**src/rtl/hacd_chunk_compressor.sv**
```systemverilog
// HACD page compressor: scans NUM_CHUNKS chunks, drops all-zero chunks,
// and streams a header plus the surviving chunks to the write FIFO.
module hacd_chunk_compressor #(
  parameter int DATA_WIDTH      = 512,
  parameter int NUM_CHUNKS      = 4,
  parameter int LINES_PER_CHUNK = 16,
  parameter int MIN_ZERO_CHUNKS = 3,
  parameter int FIFO_PTR_WIDTH  = 6,
  parameter int SIZE_W          = 14
) (
  input  logic                      clk_i,
  input  logic                      rst_ni,
  input  logic                      comp_start,
  input  logic                      rdfifo_empty,
  output logic                      rd_req,
  input  logic [DATA_WIDTH-1:0]     rd_data,
  input  logic [1:0]                rd_rresp,
  input  logic                      rd_valid,
  output logic [FIFO_PTR_WIDTH-1:0] rdfifo_rdptr,
  output logic                      ld_rdfifo_rdptr,
  input  logic                      wrfifo_full,
  output logic                      wr_req,
  output logic [DATA_WIDTH-1:0]     wr_data,
  output logic [NUM_CHUNKS-1:0]     zero_chunk_vec,
  output logic [SIZE_W-1:0]         comp_size,
  output logic                      incompressible,
  output logic                      comp_done,
  output logic                      bus_error
);

  localparam int TOTAL = NUM_CHUNKS * LINES_PER_CHUNK;
  localparam int BYTES = DATA_WIDTH / 8;
  localparam int CNT_W = $clog2(TOTAL + 1);
  localparam int LPC_W = $clog2(LINES_PER_CHUNK);
  localparam int CH_W  = $clog2(NUM_CHUNKS);
  localparam int ZC_W  = $clog2(LINES_PER_CHUNK + 1);
  localparam int NZ_W  = $clog2(NUM_CHUNKS + 1);

  localparam logic [CNT_W-1:0]  PAGE_LINES  = CNT_W'(TOTAL);
  localparam logic [CNT_W-1:0]  CHUNK_LINES = CNT_W'(LINES_PER_CHUNK);
  localparam logic [CNT_W-1:0]  LAST_LINE   = CNT_W'(TOTAL - 1);
  localparam logic [CNT_W-1:0]  LAST_IN_CH  = CNT_W'(LINES_PER_CHUNK - 1);
  localparam logic [ZC_W-1:0]   FULL_ZERO   = ZC_W'(LINES_PER_CHUNK);
  localparam logic [SIZE_W-1:0] FULL_SIZE   = SIZE_W'(TOTAL * BYTES);
  localparam logic [NZ_W-1:0]   MIN_ZC      = NZ_W'(MIN_ZERO_CHUNKS);

  typedef enum logic [2:0] {
    S_IDLE, S_SCAN, S_DECIDE, S_HDR,
    S_LOAD_PTR, S_XFER, S_DONE, S_ERR
  } state_t;

  state_t                    state_q, state_d;
  logic [CNT_W-1:0]          issued_q, issued_d;
  logic [CNT_W-1:0]          line_q, line_d;
  logic [ZC_W-1:0]           czero_q, czero_d;
  logic [NUM_CHUNKS-1:0]     zvec_q, zvec_d;
  logic [NUM_CHUNKS-1:0]     sent_q, sent_d;
  logic [CH_W-1:0]           cur_q, cur_d;
  logic [NZ_W-1:0]           nz_q, nz_d;
  logic                      rd_req_q, rd_req_d;
  logic                      ld_q, ld_d;
  logic [FIFO_PTR_WIDTH-1:0] ptr_q, ptr_d;
  logic                      wr_req_q, wr_req_d;
  logic [DATA_WIDTH-1:0]     wr_data_q, wr_data_d;
  logic [SIZE_W-1:0]         size_q, size_d;
  logic                      inc_q, inc_d;
  logic                      done_q, done_d;
  logic                      berr_q, berr_d;

  logic                      ok_valid, bad_valid;
  logic [NZ_W-1:0]           zc;
  logic [NUM_CHUNKS-1:0]     pend, pend_rest;
  logic [CH_W-1:0]           sel;
  logic [CH_W-1:0]           chunk;
  logic [ZC_W-1:0]           czero_inc;
  logic [SIZE_W-1:0]         size_c;

  always_comb begin
    ok_valid  = rd_valid && (rd_rresp == 2'b00);
    bad_valid = rd_valid && (rd_rresp != 2'b00);
    zc = '0;
    for (int i = 0; i < NUM_CHUNKS; i++) begin
      zc = zc + NZ_W'(zvec_q[i]);
    end
    pend      = ~zvec_q & ~sent_q;
    pend_rest = pend & ~(NUM_CHUNKS'(1) << cur_q);
    // Downward scan leaves the lowest pending index in sel
    sel = '0;
    for (int i = NUM_CHUNKS - 1; i >= 0; i--) begin
      if (pend[i]) sel = CH_W'(i);
    end
    chunk     = CH_W'(line_q >> LPC_W);
    czero_inc = czero_q + ZC_W'(rd_data == '0);
    size_c    = SIZE_W'((1 + int'(nz_q) * LINES_PER_CHUNK) * BYTES);
  end

  always_comb begin
    state_d   = state_q;
    issued_d  = issued_q;
    line_d    = line_q;
    czero_d   = czero_q;
    zvec_d    = zvec_q;
    sent_d    = sent_q;
    cur_d     = cur_q;
    nz_d      = nz_q;
    rd_req_d  = 1'b0;
    ld_d      = 1'b0;
    ptr_d     = ptr_q;
    wr_req_d  = 1'b0;
    wr_data_d = wr_data_q;
    size_d    = size_q;
    inc_d     = inc_q;
    done_d    = done_q;
    berr_d    = berr_q;
    unique case (state_q)
      S_IDLE: begin
        if (comp_start && !rdfifo_empty) begin
          state_d  = S_SCAN;
          issued_d = '0;
          line_d   = '0;
          czero_d  = '0;
          zvec_d   = '0;
          sent_d   = '0;
          cur_d    = '0;
          nz_d     = '0;
        end
      end
      S_SCAN: begin
        if (!rdfifo_empty && issued_q < PAGE_LINES) begin
          rd_req_d = 1'b1;
          issued_d = issued_q + 1'b1;
        end
        if (ok_valid) begin
          line_d = line_q + 1'b1;
          if ((line_q & LAST_IN_CH) == LAST_IN_CH) begin
            zvec_d[chunk] = (czero_inc == FULL_ZERO);
            czero_d = '0;
          end else begin
            czero_d = czero_inc;
          end
          if (line_q == LAST_LINE) state_d = S_DECIDE;
        end
      end
      S_DECIDE: begin
        if (zc >= MIN_ZC) begin
          nz_d    = NZ_W'(NUM_CHUNKS) - zc;
          state_d = S_HDR;
        end else begin
          inc_d   = 1'b1;
          size_d  = FULL_SIZE;
          done_d  = 1'b1;
          state_d = S_DONE;
        end
      end
      S_HDR: begin
        if (!wrfifo_full) begin
          wr_req_d  = 1'b1;
          wr_data_d = '0;
          wr_data_d[NUM_CHUNKS+4:0] = {5'(nz_q), zvec_q};
          size_d = size_c;
          if (nz_q != '0) begin
            state_d = S_LOAD_PTR;
          end else begin
            done_d  = 1'b1;
            state_d = S_DONE;
          end
        end
      end
      S_LOAD_PTR: begin
        ptr_d    = FIFO_PTR_WIDTH'(int'(sel) * LINES_PER_CHUNK);
        ld_d     = 1'b1;
        cur_d    = sel;
        issued_d = '0;
        line_d   = '0;
        state_d  = S_XFER;
      end
      S_XFER: begin
        if (!rdfifo_empty && !wrfifo_full
            && issued_q < CHUNK_LINES) begin
          rd_req_d = 1'b1;
          issued_d = issued_q + 1'b1;
        end
        // In-flight responses are written even while the FIFO is full
        if (ok_valid) begin
          wr_req_d      = 1'b1;
          wr_data_d     = rd_data;
          sent_d[cur_q] = 1'b1;
          line_d        = line_q + 1'b1;
          if (line_q == LAST_IN_CH) begin
            if (pend_rest != '0) begin
              state_d = S_LOAD_PTR;
            end else begin
              done_d  = 1'b1;
              state_d = S_DONE;
            end
          end
        end
      end
      S_DONE: begin
        if (comp_start) begin
          done_d = 1'b1;
        end else begin
          done_d  = 1'b0;
          inc_d   = 1'b0;
          state_d = S_IDLE;
        end
      end
      S_ERR: begin
        berr_d = 1'b1;
      end
      default: state_d = S_IDLE;
    endcase
    if (bad_valid) begin
      state_d  = S_ERR;
      rd_req_d = 1'b0;
      wr_req_d = 1'b0;
      ld_d     = 1'b0;
      done_d   = 1'b0;
      berr_d   = 1'b1;
    end
  end

  always_ff @(posedge clk_i or negedge rst_ni) begin
    if (!rst_ni) begin
      state_q   <= S_IDLE;
      issued_q  <= '0;
      line_q    <= '0;
      czero_q   <= '0;
      zvec_q    <= '0;
      sent_q    <= '0;
      cur_q     <= '0;
      nz_q      <= '0;
      rd_req_q  <= 1'b0;
      ld_q      <= 1'b0;
      ptr_q     <= '0;
      wr_req_q  <= 1'b0;
      wr_data_q <= '0;
      size_q    <= '0;
      inc_q     <= 1'b0;
      done_q    <= 1'b0;
      berr_q    <= 1'b0;
    end else begin
      state_q   <= state_d;
      issued_q  <= issued_d;
      line_q    <= line_d;
      czero_q   <= czero_d;
      zvec_q    <= zvec_d;
      sent_q    <= sent_d;
      cur_q     <= cur_d;
      nz_q      <= nz_d;
      rd_req_q  <= rd_req_d;
      ld_q      <= ld_d;
      ptr_q     <= ptr_d;
      wr_req_q  <= wr_req_d;
      wr_data_q <= wr_data_d;
      size_q    <= size_d;
      inc_q     <= inc_d;
      done_q    <= done_d;
      berr_q    <= berr_d;
    end
  end

  assign rd_req          = rd_req_q;
  assign ld_rdfifo_rdptr = ld_q;
  assign rdfifo_rdptr    = ptr_q;
  assign wr_req          = wr_req_q;
  assign wr_data         = wr_data_q;
  assign zero_chunk_vec  = zvec_q;
  assign comp_size       = size_q;
  assign incompressible  = inc_q;
  assign comp_done       = done_q;
  assign bus_error       = berr_q;

endmodule
```
**config.mk**
```make
export PLATFORM = sky130hd
export DESIGN_NAME = hacd_chunk_compressor
export DESIGN_NICKNAME = d
export VERILOG_FILES = /design/src/rtl/hacd_chunk_compressor.sv
export SDC_FILE = /design/constraint.sdc
export NUM_CORES = 1
export LEC_CHECK = 0
export BUFFER_PORTS_ARGS = -buffer_cell sky130_fd_sc_hd__buf_2
export CAP_MARGIN = 10
export CORE_AREA = 8 8 413 415
export CTS_CLUSTER_SIZE = 10
export DETAILED_ROUTE_END_ITERATION = 10
export DIE_AREA = 0 0 421 423
export PLACE_DENSITY = 0.35
export SLEW_MARGIN = 10
export SYNTH_ARGS = -nofsm -noshare
export SYNTH_HDL_FRONTEND = slang
export SYNTH_SLANG_ARGS = --single-unit
```
**constraint.sdc**
```tcl
create_clock -name clk_i -period 4.68 [get_ports clk_i]
set_input_delay 0.936 -clock clk_i [delete_from_list [all_inputs] [get_ports clk_i]]
set_output_delay 0.936 -clock clk_i [all_outputs]
set_load 0.05 [all_outputs]
```
* After elaboration in Yosys (flattened, before gate mapping)
Index checks and enable logic that the tools add are counted.
Storage, ports and cells: bits in registers 569, latch bits 0, bits in writable memories 0, ROM bits 0, input bits 520, output and inout port bits 542, memories kept 0
Cells by class: add/subtract/negate cells 8, $mul 0, divide/modulo/power cells 0, $lt $le $gt $ge 7, eq/ne operators 32, shift-type cells 1, multiplexer cells 71, bitwise operators 6, reductions and logical operators 41
Operators by type and width (number):
- 512-bit 2-to-1 mux | 2
- 512-bit one-hot mux with 2 select lines | 1
- 512-bit logical NOT | 1
- 3-bit 2-to-1 mux | 11
- 3-bit inequality test, second input constant | 10
- 14-bit 2-to-1 mux | 2
- 7-bit 2-to-1 mux | 4
- 14-bit one-hot mux with 2 select lines | 1
- 7-bit one-hot mux with 4 select lines | 1
- 1-bit 2-to-1 mux | 21
- 3-bit one-hot mux with 7 select lines | 1
- 7-bit one-hot mux with 3 select lines | 1
- 3-bit AND reduction | 7
- 2-bit inequality test, second input constant | 10
- 2-bit nonzero test | 9
- 4-bit 2-to-1 mux | 4
- 4-bit one-hot mux with 2 select lines | 2
- 5-bit 2-to-1 mux | 3
- 7-bit by 1-bit adder with 7-bit output, second input constant | 2
- 2-bit 2-to-1 mux | 7
- 3-bit equality test, second input constant | 4
- 4-bit inverter | 3
- 5-bit one-hot mux with 2 select lines | 1
- 1-bit by 7-bit adder with 8-bit output, first input constant | 1
- 39 further kinds | 57

* Longest topological paths before layout
Gate-level depths: netlist of run 1.
depth after elaboration 9, gate-level depth with buffers 11

* Least setup slack after synthesis of run 1
OpenSTA, ideal clock, no wires.
path type input port to flip-flop, start input port rd_data[32], end register zvec_q[0] (netlist: zero_chunk_vec[0]), arrival 3025 ps, slack 1545 ps, cell stages on the path 9, path through nor4_1 nand4_1 nor4_1 nand4_1 nor2_1 ha_1 ha_1 or4_4 o41ai_1
On the way: cells in the longest elaborated chain, start to end 7
Ends and longest elaborated chain:
- start: declaration | RTL line 16 | input logic [DATA_WIDTH-1:0] rd_data,
- 512-bit logical NOT | RTL line 93 | czero_inc = czero_q + ZC_W'(rd_data == '0);
- 5-bit by 1-bit adder with 5-bit output | RTL line 93
- 5-bit equality test | RTL line 136 | zvec_d[chunk] = (czero_inc == FULL_ZERO);
- 4-bit bitwise mux | RTL line 136
- 4-bit 2-to-1 mux | RTL line 135 | if ((line_q & LAST_IN_CH) == LAST_IN_CH) begin
- 4-bit 2-to-1 mux | RTL line 133 | if (ok_valid) begin
- 4-bit one-hot mux with 2 select lines | RTL line 115 | unique case (state_q)
- end signal: assignment | RTL line 247 | zvec_q <= zvec_d;
- end: declaration | RTL line 56 | logic [NUM_CHUNKS-1:0] zvec_q, zvec_d;
No other way between the ends. The select of a mux whose other input is x is not followed. A chain may end at the register's enable or synchronous reset.

* Final worst setup path of run 1
start input port rd_data[279], end register zvec_q[0] (netlist: zero_chunk_vec[0])
The elaborated chain is that of the path after synthesis.

==> metrics.md, run 1 <==
| Metric | Value |
|---|---|
| DIE HEIGHT | 423 um |
| Placer congestion estimate | 0.934 |
| H-tree Lvls | 3 |
| Final wirelength | 149000 um |
| Root Driver | clkbuf_16 |
| Cell leakage power | 18.9 nW |
| Fillers | 18.5k |
| Initial Utilization | 14.6% |
| DR vias | 24.3k |
| Detailed placement HPWL | 120000 um |
| Crit-path max FO | 3 |
| Initial antenna violation count | 29 |
| Clock share of power | 23.1% |
| Post-route ant nets | 0 |
| Met3 wire length | 12800 um |
| Slew HR | 17.6% |
| Die ar. | 178000 um^2 |
| Post-CTS setup buffers | 0 |
| HP Class | input pin to asynchronous set/reset pin |
| Sw Share | 53.0% |
| Largest net degree at the start of global routing | 158 |
| Clk_lat worst skew | 0.68 ns |
| Die W | 421 um |
| RSZ-0062 raised after global routing | no |
| Clock Path Buffers | 3 |
| Worst slack, placed | -0.788 ns |
| F_max | 226 MHz |
| Clock transition at the registers of the reported paths | 0.07 ns |
| Register area share after synthesis | 58.4% |
| Hold buffers post-CTS | 0 |
| Layout cells sized above 1 | 33.6% |
| Routed WL per cell | 24.9 um |
| Rows | 149 |
| Clock Skews | 0.0235 ns |
| WP data required | 5.24 ns |
| Multi-input gate area | 8960 um^2 |
| Vias in the first global route | 25.3k |
| Status | complete, no violations |
| Hold_ws | 0.266 ns |
| R2R setup slack | 1.32 ns |
| Power Density | 783 nW/um^2 |
| Core area | 164000 um^2 |
| Hold Vio Cnt, Final | 0 |
| Vias/cell | 4.07 |
| Syn Std Cell Area | 23900 um^2 |
| Total track usage | 15.9% |
| CTS buffer count | 78 |
| IO Count | 1062 |
| Post-route minimum period | 4.43 ns |
| Maximum VDD drop | 0.423 mV |
| Period utilization | 94.6% |
| Gate Count Post-Synth | 2693 |
| Post-synth EDFFs | 0 |
| Reg2reg end | wr_data[154] |
| Worst reg-to-reg path cell count | 5 |
| Setup_tns | 0 ns |
| Clock Sinks | 559 |
| Max_cap viols | 0 |
| Area growth syn-to-layout | 44.6% |
| First-pass GRT wire length | 205000 um |
| Crit path kind | input pin to flop |
| Sequential cell area | 14000 um^2 |
| Setup violators final | 0 |
| Critical Path End Type | flop |
| Crit Reg-Reg Startpoint | state_q[0] |
| 1st-pass router iterations | 7 |
| Drt initial violations | 1767 |
| IO Port Bufs | 1047 |
| P_sw | 0.0144 W |
| #FFs+latches synth | 559 |
| Top Layer Used | met5 |
| Number of distinct library cells after synthesis | 56 |
| Top_reg_cell synth | dfrtp_1 |
| Data arrival, critical path | 4.99 ns |
| Grt ovf | 0 |
| Final worst slack | 0.251 ns |
| Placed cell areas | 31900 um^2 |
| Sequential fraction of design power | 28.2% |
| Worst Max-Slew Pin Slew | 1.22 ns |
| YS warnings | 0 |
| Int Pwr | 0.0127 W |
| Combinational share of power | 48.7% |
| Final slew viol count | 0 |
| Pwr Total | 0.0271 W |
| Async S/R FF share, synth | 100% |
| CP startpoint kind | input pin |
| Final layout net count | 4248 |
| CTS tree | yes |
| Met2 routed WL | 74600 um |
| Design area | 34600 um^2 |
| Routed length on met1 | 56300 um |
| Syn_area_per_cell | 8.89 um^2 |
| DRC Markers | 0 |
worst max path at each step:
| stage | cells after the start | start | end | slack (ns) |
|---|---|---|---|---|
| after global routing | 13 | rd_data[279] | zero_chunk_vec[0] | 0.08 |
| after global placement | 13 | rd_data[161] | zero_chunk_vec[0] | -0.79 |
| after CTS | 12 | rd_data[481] | zero_chunk_vec[0] | 0.20 |
| after detailed placement | 13 | rd_data[161] | zero_chunk_vec[0] | -0.79 |
| final | 13 | rd_data[279] | zero_chunk_vec[0] | 0.25 |
| after floorplan | 9 | rd_data[32] | zero_chunk_vec[0] | 1.55 |
per-layer routing:
metal	up-vias	track usage, %
li1	11100	-
met1	12000	17.7
met2	959	27.9
met3	212	6.16
met4	2	5.22
met5	-	0.430
kinds of logic after synthesis:
kind of cell / Yosys count / synth area share [%]
compound gates: 87 / 2.42
xor+xnor: 9 / 0.329
fa+ha+maj: 9 / 0.533
buf+inv: 206 / 4.65
flops: 559 / 58.4
mux: 3 / 0.125
other cells: 1 / 0.0157
simple gates: 1819 / 33.5
cell type report:
cell class	instances	area share, %
antenna	17	0.123
timing repair buffer	1127	17.8
clock buffer	114	6.69
clock inverter	26	1.06
sequential	559	40.4
multi-input combinational	1941	25.9
inverter	12	0.130
tap	2189	7.91
through the flow:
step,instances,util (%)
2_1_floorplan,2706,-
3_3_place_gp,5828,19.5
3_5_place_dp,5828,19.5
4_1_cts,5968,21.1
5_1_grt,5980,21.1
6_report,5985,21.1
flip-flops by register name, indices dropped and copies added (netlist names), 2 cells and up:
name / count
comp_size: 4
cur_q: 2
czero_q: 5
issued_q: 7
line_q: 7
nz_q: 3
rdfifo_rdptr: 2
sent_q: 4
state_q: 3
wr_data: 512
zero_chunk_vec: 4
power by group through the flow:
| stage | registers, W | clock network (W) | logic (W) |
|---|---|---|---|
| after floorplan | 0.0138 | 0 | 0.00279 |
| after global placement | 0.00768 | 0 | 0.0134 |
| after detailed placement | 0.00772 | 0 | 0.0134 |
| after CTS | 0.00767 | 0.00652 | 0.0134 |
| after global routing | 0.00790 | 0.00668 | 0.0140 |
| final | 0.00765 | 0.00626 | 0.0132 |
timing repair:
action / 4_1_cts / 5_1_grt
gates resized for setup: 1 / 0
hold endpoints to repair: 0 / 0
endpoints found under the setup margin: 2 / 0
placed cells by master (no fill, tap or decap), types with 4 or more instances in the layout:
cell	Yosys	final
dfrtp_1	559	559
nor2_1	36	36
nor3b_1	6	6
nor4_2	0	8
bufinv_16	0	5
nor3_1	8	8
o21ai_0	25	24
a31oi_1	12	12
buf_2	59	1046
o21a_1	6	5
and3_1	6	6
ha_1	7	7
nand2_1	1052	1052
clkinv_2	0	13
buf_12	0	24
buf_4	46	56
o31ai_1	4	4
xor2_1	8	8
clkbuf_8	0	23
nor4_1	139	131
a21o_1	4	4
a21oi_1	9	9
conb_1	1	14
inv_1	11	11
diode_2	0	17
nand3_1	519	519
clkbuf_1	76	13
nand2b_1	6	6
nand4_1	35	35
clkbuf_16	0	78
Yosys cell counts, types with 2 or more instances:
cell type	instances	share of area [%]
dfrtp_1	559	58
nor3_1	8	0.17
a22oi_1	2	0.063
nand3_1	519	11
a21oi_1	9	0.19
o21ai_0	25	0.52
a21o_1	4	0.13
buf_2	59	1.2
nand2b_1	6	0.16
nor4_1	139	3.6
o311ai_0	2	0.073
or3_1	2	0.052
mux2i_1	3	0.13
o22ai_1	2	0.052
clkbuf_1	76	1.2
xor2_1	8	0.29
a31oi_1	12	0.31
nor3_2	2	0.084
o41ai_1	3	0.11
inv_1	11	0.17
ha_1	7	0.37
and3_1	6	0.16
o21a_1	6	0.19
nand2_1	1052	16
nand4_1	35	0.91
o31ai_1	4	0.13
nor3b_1	6	0.19
a22o_1	3	0.11
fa_1	2	0.17
buf_6	11	0.52
nor2b_1	3	0.078
nor2_1	36	0.56
buf_4	46	1.4
and2_1	3	0.078
critical path: stages:
cell	delay (ns)
buf_2	0.12
nor4_1	1.01
buf_4	0.27
nand4_1	0.15
nor4_1	0.57
buf_4	0.27
nand4_1	0.10
nor2_1	0.12
buf_4	0.13
ha_1	0.18
ha_1	0.26
or4_4	0.56
o41ai_1	0.29
Power figures use the tool's default switching activity.
==> inputs of run 2 (changes only) <==
--- a/config.mk
+++ b/config.mk
@@ -5,12 +5,13 @@
 export SDC_FILE = /design/constraint.sdc
 export NUM_CORES = 1
 export LEC_CHECK = 0
+export ABC_AREA = 1
 export BUFFER_PORTS_ARGS = -buffer_cell sky130_fd_sc_hd__buf_2
 export CAP_MARGIN = 10
-export CORE_AREA = 8 8 413 415
+export CORE_AREA = 8 8 409 411
 export CTS_CLUSTER_SIZE = 10
 export DETAILED_ROUTE_END_ITERATION = 10
-export DIE_AREA = 0 0 421 423
+export DIE_AREA = 0 0 417 419
 export PLACE_DENSITY = 0.35
 export SLEW_MARGIN = 10
 export SYNTH_ARGS = -nofsm -noshare
==> metrics.md, run 2 <==
| Metric | Value |
|---|---|
| Pwr Total | 0.0312 W (+15%) |
| Routed length on met1 | 55600 um (-1.2%) |
| Post-synth top area cell | dfrtp_1 |
| Hold Vio Cnt, Final | 0 (unchanged) |
| R2R setup slack | 1.86 ns (+0.54 ns) |
| Data arrival, critical path | 4.45 ns (-0.54 ns) |
| Int Pwr | 0.0145 W (+14%) |
| Total track usage | 15.1% (-0.82 points) |
| Final wirelength | 139000 um (-6.5%) |
| Async S/R FF share, synth | 100% (unchanged) |
| Main combinational cell family by area after synthesis | compound AO/OA/AOI/OAI gates |
| Post-Synth Adder-Cell Area | 0.543% (+0.0096 points) |
| Final layout net count | 3988 (-6.1%) |
| Post-route ant nets | 0 (unchanged) |
| Grt ovf | 0 (unchanged) |
| Post-synth EDFFs | 0 (unchanged) |
| Area growth syn-to-layout | 44.5% (about the same) |
| Drt initial violations | 1488 (-16%) |
| Slew HR | 38.7% (+21 points) |
| Root Driver | clkbuf_16 |
| DRC Markers | 0 (unchanged) |
| Placer congestion estimate | 0.908 (-2.8%) |
| Rows | 148 (-0.67%) |
| H-tree Lvls | 3 (unchanged) |
| Period utilization | 82.5% (-12 points) |
| Largest net degree at the start of global routing | 101 (-36%) |
| Commonest non-fill, non-tap cells in the layout | buf_2, dfrtp_1, nand2_1, nor2_1, a22o_1 |
| Compound-Gate Fraction of Synth Area | 16.9% (+14 points) |
| Crit path kind | input pin to flop |
| YS warnings | 0 (unchanged) |
| Syn_area_per_cell | 9.73 um^2 (+9.5%) |
| Hold buffers post-CTS | 0 (unchanged) |
| Clock share of power | 20.6% (-2.5 points) |
| Fillers | 18.0k (-2.8%) |
| Clock transition at the registers of the reported paths | 0.06 ns (about the same) |
| Sequential fraction of design power | 28.2% (about the same) |
| Detailed placement HPWL | 112000 um (-6.6%) |
| F_max | 259 MHz (+15%) |
| DR vias | 22.2k (-9.0%) |
| Sw Share | 53.5% (+0.56 points) |
| WP data required | 5.27 ns (+0.03 ns) |
| Setup violators final | 0 (unchanged) |
| Die W | 417 um (-0.95%) |
| Clock Skews | 0.0251 ns (+0.00158 ns) |
| Die ar. | 175000 um^2 (-1.9%) |
| DIE HEIGHT | 419 um (-0.95%) |
| Crit path top cell by count | nor2_1 |
| Gate Count Post-Synth | 2417 (-10%) |
| Combinational share of power | 51.2% (+2.5 points) |
| Number of distinct library cells after synthesis | 38 (-32%) |
| #FFs+latches synth | 559 (unchanged) |
| Multi-input gate area | 8090 um^2 (-9.8%) |
| Final slew viol count | 0 (unchanged) |
| Status | complete, no violations |
| Top post-synthesis cells by count | dfrtp_1, nand2_1, nor2_1 |
| Post-CTS setup buffers | 0 (unchanged) |
| Power Density | 918 nW/um^2 (+17%) |
| Met2 routed WL | 72900 um (-2.3%) |
| Post-synthesis mux area share | 0% (-0.13 points) |
| Routed WL per cell | 24.4 um (-1.9%) |
| Top cells by area, synth | dfrtp_1, a22o_1, nand2_1, nor2_1, inv_1 |
| Number of flip-flops in the largest register | 512 (unchanged) |
| P_sw | 0.0167 W (+16%) |
| Slowest stage delay, CP | 0.47 ns (-0.54 ns) |
| Vias in the first global route | 22.8k (-9.9%) |
| Post-route minimum period | 3.86 ns (-0.567 ns) |
| Post-synth top area share | 59.5% (+1.1 points) |
| Met3 wire length | 7520 um (-41%) |
| # resized after CTS | 0 (-1) |
| Top Layer Used | met5 |
| Initial Utilization | 14.6% (-0.028 points) |
| First-pass GRT wire length | 189000 um (-8.0%) |
| 1st-pass router iterations | 5 (-2) |
| CP startpoint kind | input pin |
| Layout cells sized above 1 | 35.4% (+1.9 points) |
| Clk_lat worst skew | 0.68 ns (about the same) |
| Top_reg_cell synth | dfrtp_1 |
| Max_cap viols | 0 (unchanged) |
| IO Port Bufs | 1047 (unchanged) |
| Crit path cell chain | buf_2, nor2_1, nand2_1, nor2_1, nand2_1, nor2_1, nand2_1, nor2_1, nand2_1, nor2_1, buf_4, ha_1, ha_1, nand3_1, xor2_1, nor3_1, buf_4, nor2_1, nor2_1 |
| Vias/cell | 3.88 (-4.5%) |
| Simple-gate area share of the yosys netlist | 16.4% (-17 points) |
| Count leader, synth | dfrtp_1 |
| Sequential cell area | 14000 um^2 (unchanged) |
| Syn Std Cell Area | 23500 um^2 (-1.8%) |
| CP max-delay cell | nor2_1 |
| Worst Max-Slew Pin Slew | 0.919 ns (-0.305 ns) |
| HP Class | input pin to asynchronous set/reset pin |
| Register area share after synthesis | 59.5% (+1.1 points) |
| Maximum VDD drop | 0.340 mV (-20%) |
| IO Count | 1062 (unchanged) |
| Critical Path End Type | flop |
| Clock Sinks | 559 (unchanged) |
| XOR/XNOR share of the synthesized area | 0.298% (-0.031 points) |
| RSZ-0062 raised after global routing | no |
| Initial antenna violation count | 44 (+52%) |
| CTS buffer count | 79 (+1.3%) |
| Core area | 161000 um^2 (-1.6%) |
| Core Util, Final | 21.1% (-0.053 points) |
| Cell leakage power | 17.7 nW (-6.3%) |
| Most common cell after layout, fill and taps aside | buf_2 |
| CTS tree | yes |
| Crit-path max FO | 4 (+1) |
| Clock Path Buffers | 3 (unchanged) |
[run 2: worst paths after layout]
| path | startpoint | depth (start not counted) | to |
|---|---|---|---|
| max | rd_data[505] | 19 | zero_chunk_vec[3] |
| min | rst_ni | 1 | wr_data[191] |
| max reg2reg | state_q[0] | 8 | wr_data[13] |
| min reg2reg | bus_error | 2 | bus_error |
| max in group asynchronous | rst_ni | 2 | wr_data[321] |
| min in group clk_i | bus_error | 2 | bus_error |
[run 2: cell families (layout without fill, tap and decap cells)]
family	Yosys count	after routing
flops	559	559
buf+inv	306	1400
simple gates	977	977
fa+ha+maj	9	9
compound gates	557	557
other cells	1	22
xor+xnor	8	8
[run 2: power groups by stage]
stage,Combinational (W),Clock (W),Sequential (W)
after global routing,0.0167,0.00687,0.00907
after global placement,0.0162,0,0.00884
after CTS,0.0162,0.00670,0.00879
final,0.0160,0.00642,0.00879
after floorplan,0.00313,0,0.0165
after detailed placement,0.0162,0,0.00883
[run 2: per-stage QoR]
step	instance area (um^2)	setup WS, ns	hold slack (ns)	instances	setup TNS (ns)
floorplan	23600	1.94	0.464	2430	0
global placement	31200	-0.261	0.450	5553	-1.02
detailed placement	31200	-0.170	0.451	5553	-0.650
CTS	34000	0.572	0.242	5699	0
global route	34000	0.379	0.273	5705	0
finish	34000	0.818	0.272	5707	0
[run 2: per-layer routing]
layer  vias to the layer above  GRT usage (%)
met5                         -              0
met4                         2           3.71
met3                       192           3.26
met2                       784           27.5
met1                     11000           18.0
li1                      10200              -
[run 2: critical path, delay by kind of cell]
family                     cells  cell delay (ns)
xor gates and xnor gates       1             0.17
and+or+nand+nor               13             2.51
buffers and inverters          3             0.46
adders and majority gates      2             0.36
[run 2: area by class of cell]
| cell class | count | share of cell area (%) |
|---|---|---|
| clock buffer | 128 | 7.16 |
| timing repair buffer | 1091 | 17.0 |
| inverter | 163 | 1.82 |
| clock inverter | 18 | 0.987 |
| sequential | 559 | 41.2 |
| tap | 2175 | 8.01 |
| multi-input combinational | 1565 | 23.8 |
| antenna | 8 | 0.0589 |
==> inputs of run 3 (changes only) <==
--- a/config.mk
+++ b/config.mk
@@ -5,13 +5,13 @@
 export SDC_FILE = /design/constraint.sdc
 export NUM_CORES = 1
 export LEC_CHECK = 0
-export ABC_AREA = 1
+export ABC_AREA = 0
 export BUFFER_PORTS_ARGS = -buffer_cell sky130_fd_sc_hd__buf_2
 export CAP_MARGIN = 10
-export CORE_AREA = 8 8 409 411
+export CORE_AREA = 8 8 413 415
 export CTS_CLUSTER_SIZE = 10
 export DETAILED_ROUTE_END_ITERATION = 10
-export DIE_AREA = 0 0 417 419
+export DIE_AREA = 0 0 421 423
 export PLACE_DENSITY = 0.35
 export SLEW_MARGIN = 10
 export SYNTH_ARGS = -nofsm -noshare
==> constraint.sdc (replaced) <==
create_clock -name clk_i -period 3.6 [get_ports clk_i]
set_input_delay 0.72 -clock clk_i [delete_from_list [all_inputs] [get_ports clk_i]]
set_output_delay 0.72 -clock clk_i [all_outputs]
set_load 0.05 [all_outputs]
==> metrics.md, run 3 (synthesis results as in run 1) <==
| Metric | Value |
|---|---|
| Clock Path Buffers | 3 (unchanged) |
| Fillers | 18.4k (+1.9%) |
| IO Port Bufs | 1047 (unchanged) |
| Grt ovf | 0 (unchanged) |
| Critical Path End Type | flop |
| Crit path kind | input pin to flop |
| Die ar. | 178000 um^2 (+1.9%) |
| Post-route ant nets | 0 (unchanged) |
| HP Class | input pin to asynchronous set/reset pin |
| Placer congestion estimate | 0.910 (+0.26%) |
| IO Count | 1062 (unchanged) |
| Maximum VDD drop | 0.384 mV (+13%) |
| CTS buffer count | 77 (-2.5%) |
| Clock Sinks | 559 (unchanged) |
| Number of flip-flops in the largest register | 512 (unchanged) |
| Max_cap viols | 0 (unchanged) |
| Final wirelength | 153000 um (+9.5%) |
| Detailed placement HPWL | 123000 um (+10%) |
| Period utilization | 94.6% |
| Largest net degree at the start of global routing | 136 (+35%) |
| Post-CTS setup buffers | 0 (unchanged) |
| Commonest non-fill, non-tap cells in the layout | nand2_1, buf_2, dfrtp_1, nand3_1, buf_4 |
| First-pass GRT wire length | 213000 um (+13%) |
| Placed Cells | 6105 (+9.9%) |
| Data arrival, critical path | 3.95 ns (-0.50 ns) |
| DRC Markers | 0 (unchanged) |
| Post-Layout Cell Count | 6245 (+9.4%) |
| Worst slack, placed | -1.33 ns (-1.16 ns) |
| Final slew viol count | 0 (unchanged) |
| Slew HR | 45.4% (+6.7 points) |
| Vias in the first global route | 26.3k (+16%) |
| Most common cell after layout, fill and taps aside | nand2_1 |
| 1st-pass router iterations | 7 (+2) |
| Worst Max-Slew Pin Slew | 0.819 ns (-0.0999 ns) |
| Crit-path max FO | 4 (unchanged) |
| Root Driver | clkbuf_16 |
| Worst reg-to-reg path cell count | 10 (+2) |
| CP startpoint kind | input pin |
| Setup violators final | 0 (unchanged) |
| F_max | 294 MHz |
| DR vias | 25.2k (+14%) |
| Clock Skews | 0.0293 ns (+0.00421 ns) |
| Die W | 421 um (+0.96%) |
| Setup_tns | 0 ns (unchanged) |
| Layout cells sized above 1 | 38.4% (+2.9 points) |
| Area growth syn-to-layout | 53.7% |
| Core area | 164000 um^2 (+1.6%) |
| RSZ-0062 raised after global routing | no |
| Initial Utilization | 14.6% (+0.028 points) |
| Total track usage | 16.4% (+1.3 points) |
| Power Density | 959 nW/um^2 (+4.5%) |
| Drt initial violations | 1623 (+9.1%) |
| Clock transition at the registers of the reported paths | 0.06 ns (about the same) |
| H-tree Lvls | 3 (unchanged) |
| WP data required | 4.14 ns (-1.13 ns) |
| Initial antenna violation count | 27 (-39%) |
| Final layout net count | 4524 (+13%) |
| Hold Vio Cnt, Final | 0 (unchanged) |
| CTS tree | yes |
| Core Util, Final | 22.5% (+1.4 points) |
| Cell leakage power | 20.2 nW (+14%) |
| Status | complete, no violations |
| Clk_lat worst skew | 0.67 ns (about the same) |
| Routed WL per cell | 24.5 um (about the same) |
| DIE HEIGHT | 423 um (+0.95%) |
| Post-route minimum period | 3.40 ns |
| Vias/cell | 4.03 (+3.9%) |
| Rows | 149 (+0.68%) |
| Final worst slack | 0.196 ns (-0.622 ns) |
-- run 3: final timing paths --
check,slack [ns],start,endpoint
worst max-delay path,0.20,rd_data[476],zero_chunk_vec[0]
worst min-delay path,0.04,rst_ni,wr_data[159]
worst max register to register,0.73,zero_chunk_vec[0],comp_done
worst min register to register,0.45,wr_data[392],wr_data[392]
max in group asynchronous,2.38,rst_ni,wr_data[82]
min in group clk_i,0.29,rd_data[449],wr_data[449]
-- run 3: final cells by class --
| type | count | area [um^2] | area share [%] |
|---|---|---|---|
| Timing Repair Buffer | 1404 | 8350 | 22.7 |
| Tap cell | 2189 | 2740 | 7.44 |
| Clock inverter | 18 | 214 | 0.581 |
| Inverter | 12 | 45.0 | 0.122 |
| Sequential cell | 559 | 14000 | 38.0 |
| Multi-Input combinational cell | 1941 | 9200 | 25.0 |
| Clock buffer | 114 | 2250 | 6.11 |
| Antenna cell | 8 | 20.0 | 0.0544 |
-- run 3: metal layers --
metal,global-route usage (%),vias up,wire length (um)
met5,0,-,24
li1,-,11700,-
met1,18.8,12500,60300
met2,29.7,788,78700
met3,4.87,178,10300
met4,3.95,4,3390
-- run 3: critical path: stages --
cell	delay [ns]
buf_6	0.11
nor4_4	0.36
buf_4	0.17
nand4_1	0.26
buf_6	0.24
nor4_4	0.35
buf_4	0.16
nand4_1	0.20
nor2_2	0.22
ha_4	0.18
nand2_2	0.05
mux2i_1	0.14
a31oi_1	0.09
or4_4	0.47
o41ai_2	0.20
-- run 3: power by group --
part	switching [W]	internal, W	total, W
Combinational	0.0143	0.00344	0.0177
Sequential	0.00130	0.00863	0.00993
Clock	0.00317	0.00447	0.00764
Total	0.0187	0.0165	0.0353
-- run 3: what timing repair did --
action	4_1_cts	5_1_grt
hold buffers	0	0
endpoints found under the setup margin	7	4
pin swaps	10	8
gates resized for setup	24	16
-- run 3: per-stage QoR --
stage | total power (W) | hold WS, ns | cell area [um^2]
2_1_floorplan | 0.0215 | 0.424 | 24000
3_3_place_gp | 0.0279 | 0.445 | 34100
3_5_place_dp | 0.0280 | 0.450 | 34100
4_1_cts | 0.0359 | 0.0395 | 36700
5_1_grt | 0.0372 | 0.0619 | 36800
6_report | 0.0353 | 0.0417 | 36800
